<file path="src/rtl/sram_arbiter.sv">
// sram_arbiter: shares one SRAM controller between requester A (logger) and
// requester B (readback) with round-robin arbitration. Each transaction pulses
// SRAM_CMD for one cycle, follows the controller busy flag through its rise and
// fall, then acknowledges the owner for one cycle.
// Optional feature: define SRAM_ARB_WATCHDOG_EN to add a wait-state timeout that
// pulses ERR and force-completes the transaction after TIMEOUT_CYCLES.
module sram_arbiter #(
    parameter int ADDR_W         = 18,
    parameter int DATA_W         = 16,
    parameter int TIMEOUT_CYCLES = 15
) (
    input  logic              CLK_48MHZ,
    input  logic              RESET,
    input  logic              REQ_A,
    input  logic              WE_A,
    input  logic [ADDR_W-1:0] ADDR_A,
    input  logic [DATA_W-1:0] WDATA_A,
    input  logic              BANK_A,
    output logic              ACK_A,
    output logic [DATA_W-1:0] RDATA_A,
    input  logic              REQ_B,
    input  logic              WE_B,
    input  logic [ADDR_W-1:0] ADDR_B,
    input  logic [DATA_W-1:0] WDATA_B,
    input  logic              BANK_B,
    output logic              ACK_B,
    output logic [DATA_W-1:0] RDATA_B,
    output logic [1:0]        SRAM_CMD,
    output logic [ADDR_W-1:0] SRAM_ADDR,
    output logic [DATA_W-1:0] SRAM_WDATA,
    output logic              SRAM_BANK,
    input  logic              SRAM_STATUS,
    input  logic [DATA_W-1:0] SRAM_RDATA,
    output logic              ARB_BUSY,
    output logic              GNT_B,
    output logic              ERR
);

    typedef enum logic [2:0] {
        S_IDLE,
        S_ISSUE,
        S_WAIT_BUSY,
        S_WAIT_DONE,
        S_COMPLETE
    } state_t;

    state_t            r_state;
    state_t            w_next;

    logic              w_grant;
    logic              w_grant_b;
    logic              w_sel_we;
    logic              w_capture;
    logic              w_timeout;
    logic              w_wd_hit;

    logic [1:0]        r_cmd;
    logic [ADDR_W-1:0] r_addr;
    logic [DATA_W-1:0] r_wdata;
    logic              r_bank;
    logic              r_we;
    logic              r_gnt_b;
    logic              r_ack_a;
    logic              r_ack_b;
    logic              r_busy;
    logic [DATA_W-1:0] r_rdata_a;
    logic [DATA_W-1:0] r_rdata_b;

    // r_gnt_b doubles as last_grant: it always names the most recent owner.
    assign w_sel_we = w_grant_b ? WE_B : WE_A;

    // State register
    always_ff @(posedge CLK_48MHZ or negedge RESET) begin
        if (!RESET) begin
            r_state <= S_IDLE;
        end else begin
            r_state <= w_next;
        end
    end

    // Next-state logic plus grant, read-capture and timeout decisions
    always_comb begin
        w_next    = r_state;
        w_grant   = 1'b0;
        w_grant_b = r_gnt_b;
        w_capture = 1'b0;
        w_timeout = 1'b0;
        case (r_state)
            S_IDLE: begin
                if (REQ_A || REQ_B) begin
                    w_grant   = 1'b1;
                    // On contention the requester that did not win last time goes first.
                    w_grant_b = REQ_B && (!REQ_A || !r_gnt_b);
                    w_next    = S_ISSUE;
                end
            end
            S_ISSUE: begin
                w_next = S_WAIT_BUSY;
            end
            S_WAIT_BUSY: begin
                if (SRAM_STATUS) begin
                    w_next = S_WAIT_DONE;
                end else if (w_wd_hit) begin
                    w_timeout = 1'b1;
                    w_next    = S_COMPLETE;
                end
            end
            S_WAIT_DONE: begin
                // A genuine busy drop wins over a timeout landing on the same edge.
                if (!SRAM_STATUS) begin
                    w_capture = !r_we;
                    w_next    = S_COMPLETE;
                end else if (w_wd_hit) begin
                    w_timeout = 1'b1;
                    w_next    = S_COMPLETE;
                end
            end
            S_COMPLETE: begin
                w_next = S_IDLE;
            end
            default: begin
                w_next = S_IDLE;
            end
        endcase
    end

    // Registered outputs: command/address latch, acknowledges, read data, busy flag
    always_ff @(posedge CLK_48MHZ or negedge RESET) begin
        if (!RESET) begin
            r_cmd     <= 2'd0;
            r_addr    <= '0;
            r_wdata   <= '0;
            r_bank    <= 1'b0;
            r_we      <= 1'b0;
            r_gnt_b   <= 1'b1;
            r_ack_a   <= 1'b0;
            r_ack_b   <= 1'b0;
            r_busy    <= 1'b0;
            r_rdata_a <= '0;
            r_rdata_b <= '0;
        end else begin
            if (w_grant) begin
                r_addr  <= w_grant_b ? ADDR_B : ADDR_A;
                r_wdata <= w_grant_b ? WDATA_B : WDATA_A;
                r_bank  <= w_grant_b ? BANK_B : BANK_A;
                r_we    <= w_sel_we;
                r_cmd   <= w_sel_we ? 2'd2 : 2'd1;
                r_gnt_b <= w_grant_b;
            end else begin
                // Grants only happen from IDLE, so CMD is non-zero for ISSUE alone.
                r_cmd <= 2'd0;
            end
            r_ack_a <= (w_next == S_COMPLETE) && !r_gnt_b;
            r_ack_b <= (w_next == S_COMPLETE) && r_gnt_b;
            r_busy  <= (w_next != S_IDLE);
            if (w_capture && !r_gnt_b) begin
                r_rdata_a <= SRAM_RDATA;
            end
            if (w_capture && r_gnt_b) begin
                r_rdata_b <= SRAM_RDATA;
            end
        end
    end

`ifdef SRAM_ARB_WATCHDOG_EN
    localparam logic [3:0] WD_LIMIT = 4'(TIMEOUT_CYCLES - 1);

    logic [3:0] r_wd_cnt;
    logic       r_err;

    // Watchdog counter: cleared on the way into WAIT_BUSY, saturates while waiting
    always_ff @(posedge CLK_48MHZ or negedge RESET) begin
        if (!RESET) begin
            r_wd_cnt <= 4'd0;
        end else if (r_state == S_ISSUE) begin
            r_wd_cnt <= 4'd0;
        end else if ((r_state == S_WAIT_BUSY || r_state == S_WAIT_DONE) && (r_wd_cnt != 4'hF)) begin
            r_wd_cnt <= r_wd_cnt + 4'd1;
        end
    end

    // The count reaches TIMEOUT_CYCLES-1 after that many wait cycles; the next edge fires.
    assign w_wd_hit = (r_wd_cnt >= WD_LIMIT);

    // One-cycle ERR pulse alongside the forced completion
    always_ff @(posedge CLK_48MHZ or negedge RESET) begin
        if (!RESET) begin
            r_err <= 1'b0;
        end else begin
            r_err <= w_timeout;
        end
    end

    assign ERR = r_err;
`else
    logic w_unused_timeout;

    // Without the watchdog the wait states never give up.
    assign w_wd_hit         = 1'b0;
    assign ERR              = 1'b0;
    assign w_unused_timeout = (TIMEOUT_CYCLES != 0) ^ w_timeout;
`endif

    assign SRAM_CMD   = r_cmd;
    assign SRAM_ADDR  = r_addr;
    assign SRAM_WDATA = r_wdata;
    assign SRAM_BANK  = r_bank;
    assign ACK_A      = r_ack_a;
    assign ACK_B      = r_ack_b;
    assign RDATA_A    = r_rdata_a;
    assign RDATA_B    = r_rdata_b;
    assign ARB_BUSY   = r_busy;
    assign GNT_B      = r_gnt_b;

endmodule

</file>
<file path="config.mk">
export PLATFORM = sky130hd
export DESIGN_NAME = sram_arbiter
export DESIGN_NICKNAME = d
export VERILOG_FILES = /design/src/rtl/sram_arbiter.sv
export SDC_FILE = /design/constraint.sdc
export NUM_CORES = 1
export LEC_CHECK = 0
export BUFFER_PORTS_ARGS = -buffer_cell sky130_fd_sc_hd__buf_2
export CAP_MARGIN = 20
export CORE_AREA = 2 2 98 100
export DETAILED_ROUTE_END_ITERATION = 10
export DIE_AREA = 0 0 100 102
export PLACE_DENSITY = 0.75
export REMOVE_ABC_BUFFERS = 1
export SLEW_MARGIN = 20
export SYNTH_ARGS = -nofsm -noshare
export SYNTH_HDL_FRONTEND = slang
export SYNTH_SLANG_ARGS = --single-unit
</file>
<file path="constraint.sdc">
create_clock -name CLK_48MHZ -period 1.9 [get_ports CLK_48MHZ]
set_clock_uncertainty 0.1 [all_clocks]
set_input_delay 0.095 -clock CLK_48MHZ [delete_from_list [all_inputs] [get_ports CLK_48MHZ]]
set_output_delay 0.095 -clock CLK_48MHZ [all_outputs]
set_load 0.005 [all_outputs]
</file>
; ---- After elaboration in Yosys (flattened, before gate mapping)
; Index checks and enable logic that the tools add are counted.
[totals]
ff_bits = 77
output_inout_bits = 74
[op_classes]
n_eq_ne = 4
mux = 16
n_reduce_logical = 12
[ops]
columns = operator, n
row1 = two-way mux 18 bit, 1
row2 = two-way mux 16 bit, 1
row3 = one-hot mux 3 bit (4 select lines), 1
row4 = two-way mux 3 bit, 3
row5 = two-way mux 1 bit, 8
row6 = "equality test 3 x 2 -> 1 bit, second input constant", 2
row7 = logical AND 1 bit, 5
row8 = two-way mux 2 bit, 2
row9 = "equality test 3 x 1 -> 1 bit, second input constant", 1
row10 = "equality test 3 bit, second input constant", 1
row11 = zero test 1 bit, 3
row12 = zero test 3 bit, 1
row13 = nonzero test 3 bit, 1
row14 = logical OR 1 bit, 2

; ---- Longest topological paths before layout
[depth]
depth_word = 8
mapped_depth = 6

; ---- Worst setup path before layout
; Ideal clock, no wire load.
[synth_timing]
kind = register -> register
startpoint = register r_state[2]
endpoint = register r_rdata_a[10] (netlist: RDATA_A[10])
setup_time_ps = 125
arrival_ps = 1631
slack_ps = 44
path_stages_with_launch = 6
path_buffers = 2
synth_period_minus_slack_ps = 1856
cell_sequence = dfrtp_1 buf_6 nand4bb_4 nor3_2 buf_4 mux2_2
[synth_via]
elab_chain_cells = 3
[synth_lines]
columns = item, line_no
row1 = "start, declared", 47  ; state_t r_state;
row2 = "start signal, assigned", 77  ; r_state <= w_next;
row3 = equality test 3 x 2 -> 1 bit, 88  ; case (r_state)
row4 = two-way mux 1 bit, 88
row5 = logical AND 1 bit, 156  ; if (w_capture && !r_gnt_b) begin
row6 = "end signal, assigned", 139  ; r_rdata_a <= '0;
row7 = "end signal, assigned", 157  ; r_rdata_a <= SRAM_RDATA;
row8 = "end, declared", 66  ; logic [DATA_W-1:0] r_rdata_a;
; No other way between the ends.
; A chain may end at the register's enable or synchronous reset.

; ---- Worst setup path after layout
[layout_timing]
startpoint = register r_state[2]
endpoint = register r_wdata[6] (netlist: SRAM_WDATA[6])
[layout_via]
elab_chain_cells = 3
elab_cells_between_ends = 4
cone_classes = mux: 3 / reduce/logical: 1
[layout_lines]
columns = item, line_no
row1 = zero test 3 bit *, 88
row2 = two-way mux 1 bit, 88
row3 = two-way mux 16 bit, 144  ; r_wdata <= w_grant_b ? WDATA_B : WDATA_A;
row4 = "end signal, assigned", 144
row5 = "end, declared", 59  ; logic [DATA_W-1:0] r_wdata;
; Every way passes the cells marked *; elsewhere a longest branch is shown, timed or not.

==> results.tsv <==
metric	value	unit
peak supply drop	568	uV
WL/cell	19.5	um
Worst Setup End Kind	flip-flop	
IO Count	167	
CTS Buf Count	9	
Antenna Cells	0	
root buf cell	clkbuf_8	
most instantiated library cell after synthesis	dfrtp_1	
Seq cells post-synth	77	
outcome	completed	
critical-path maximum fanout	23	
Tot GR Track Use	25.9	%
Worst Hold Class	input port to asynchronous set/reset pin	
Seq/Total Area, Yosys	50.7	%
synth-to-layout area growth	55.4	%
nets	666	
Util after Layout	64.9	%
top cell type's share of synthesized area	50.0	%
row count	35	
RSZ-0062 raised after global routing	yes	
CP required	2050	ps
worst setup path startpoint	r_state[2]$_DFF_PN0_	
vias per inst	5.94	
Clock Latency Late Sink	350	ps
CTS Sinks	77	
R2R Path Start	r_state[2]$_DFF_PN0_	
leak pwr	2.67	nW
CP Class	flip-flop to flip-flop	
antenna violations before repair	0	
Reg2Reg Setup Slack	50	ps
H-tree depth reported by CTS	3	
Initial Util	41.8	%
Avg Cell Area, Syn	11.6	um2
drt first pass iters	5	
total gr overflow	0	
first-pass GRT wire length	20.9	mm
Post-synth EDFFs	0	
Post-synth ARST share	100	%
Worst setup SP type	flip-flop	
First DRT Iteration DRCs	381	
core area	0.00911	mm2
Synth cell types	30	
period utilization	97.3	%
top post-synthesis cells by area	dfrtp_1, o221ai_1, mux2_2, a31oi_1, a21oi_1	
largest net degree at the start of global routing	48	
Placed Area	0.00479	mm2
final-report hold violation count	0	
RR Endpoint	SRAM_WDATA[6]$_DFFE_PN0P_	
clock buffer depth	2	
Worst-path clk slew	90	ps
Worst EP arrival	2000	ps
PortBufs	165	
max-slew violations	0	
chip height	102	um
Cell Area, Synth	0.00380	mm2
Max-Cap Viols	0	
Top FF cell, synth	dfrtp_1	
Routed Wire Length	13.5	mm
DRT antenna net count	0	
layout cells sized above 1	42.9	%
CTS tree	done	
DRC viols	0	
GP Congestion	0.845	
hpwl dp	7.96	mm
Yosys top cell by area	dfrtp_1	
vias in the first global route	4049	
full die area	0.0102	mm2
number of fill cells	713	
reg2reg path depth	5	
Finished Cell Area	0.00591	mm2
Max Clk Rate	541	MHz
Vias	4094	
Final Setup Violations	0	
synthesized netlist cell count	327	
pwr dens	1420	mW/mm2
fin crit period	1850	ps
Synth Warn #	0	
setup_tns	0	ps
Post-synth top cells	dfrtp_1, o221ai_1, a21oi_1	
Die Wd	100	um
==> critical path, stage by stage (launching register included) <==
cell      delay [ps]
dfrtp_1          420
buf_4            180
nor4b_4          350
buf_6            270
o221ai_1         180
a31oi_1          230
==> logic make-up after synthesis <==
kind of cell	synth area share, %
flip-flops	50.7
multiplexers	10.5
AND/OR/NAND/NOR	4.14
buffers and inverters	6.64
AO/OA/AOI/OAI	28.0
other	0.0986
==> power by group <==
part | total (mW) | leakage [nW] | internal [mW] | switching (mW)
Combinational | 4.24 | 1.65 | 1.99 | 2.25
Clock | 1.25 | 0.104 | 0.649 | 0.606
Sequential | 2.88 | 0.909 | 2.43 | 0.453
==> cell usage in the layout, fill, tap and decap left out <==
master           n
a211oi_1         1
a21oi_1         39
a31oi_1         36
and2_1           1
and3_1           1
buf_12           5
buf_2          164
buf_4           22
buf_6            2
bufinv_16        1
clkbuf_1         1
clkbuf_8        10
clkinv_2         2
conb_1           1
dfrtp_1         76
dfstp_2          1
dlygate4sd3_1   90
inv_1            2
inv_6            2
mux2_2          22
mux2_4          10
nand2_1          3
nand2b_1         1
nand4bb_4        1
nor2_1           3
nor2b_1          1
nor3_2           2
nor4b_4          2
o221ai_1        72
o22ai_1          1
or2_2            1
or3_1            1
or3_2            1
==> routing by layer <==
layer	share of wire (%)	GRT usage, %	up-vias
li1	-	-	1814
met5	0	0	-
met2	48	45.3	314
met4	3.8	12.5	0
met3	9.0	4.58	57
met1	40	31.2	1909
==> registers in the layout (all words and copies together), names as in the netlist, 2 cells and up <==
name,flops
r_state,3
RDATA_A,16
RDATA_B,16
SRAM_ADDR,18
SRAM_CMD,2
SRAM_WDATA,16
==> worst max path at each step <==
stage                                     end  slack [ps]  cells after the start
floorplan               SRAM_CMD[0]$_DFF_PN0_       -1830                      3
global placement       RDATA_B[7]$_DFFE_PN0P_         150                      4
detailed placement  SRAM_WDATA[2]$_DFFE_PN0P_          70                      5
CTS                  SRAM_ADDR[6]$_DFFE_PN0P_          60                      5
global route        SRAM_WDATA[6]$_DFFE_PN0P_         -10                      5
finish              SRAM_WDATA[6]$_DFFE_PN0P_          50                      5
==> area by class of cell <==
class	count	area, um2	area share [%]
timing repair buffer	283	2010	34.0
tap	111	139	2.35
multi-input combinational	200	1630	27.6
inverter	2	7.51	0.127
clock buffer	11	141	2.39
clock inverter	5	57.6	0.974
sequential	77	1930	32.6
==> through the flow <==
| step | std cells | hold slack [ps] | power (mW) | setup WS (ps) |
|---|---|---|---|---|
| after detailed placement | 581 | -40.0 | 6.88 | 65.7 |
| after global placement | 581 | -42.0 | 6.72 | 153 |
| after global routing | 689 | 147 | 8.91 | -12.8 |
| after CTS | 687 | 124 | 8.27 | 57.3 |
| final | 689 | 125 | 8.38 | 51.5 |
| after floorplan | 279 | -301 | 4.96 | -1830 |
==> repair_timing <==
action                                 in CTS  in global routing
hold buffers                               90                  0
setup endpoints to repair                   0                 17
resized for setup                           0                  4
endpoints found under the hold margin     148                  0
setup buffers                               0                  1
Note: power is estimated with default switching activity, not from simulation.
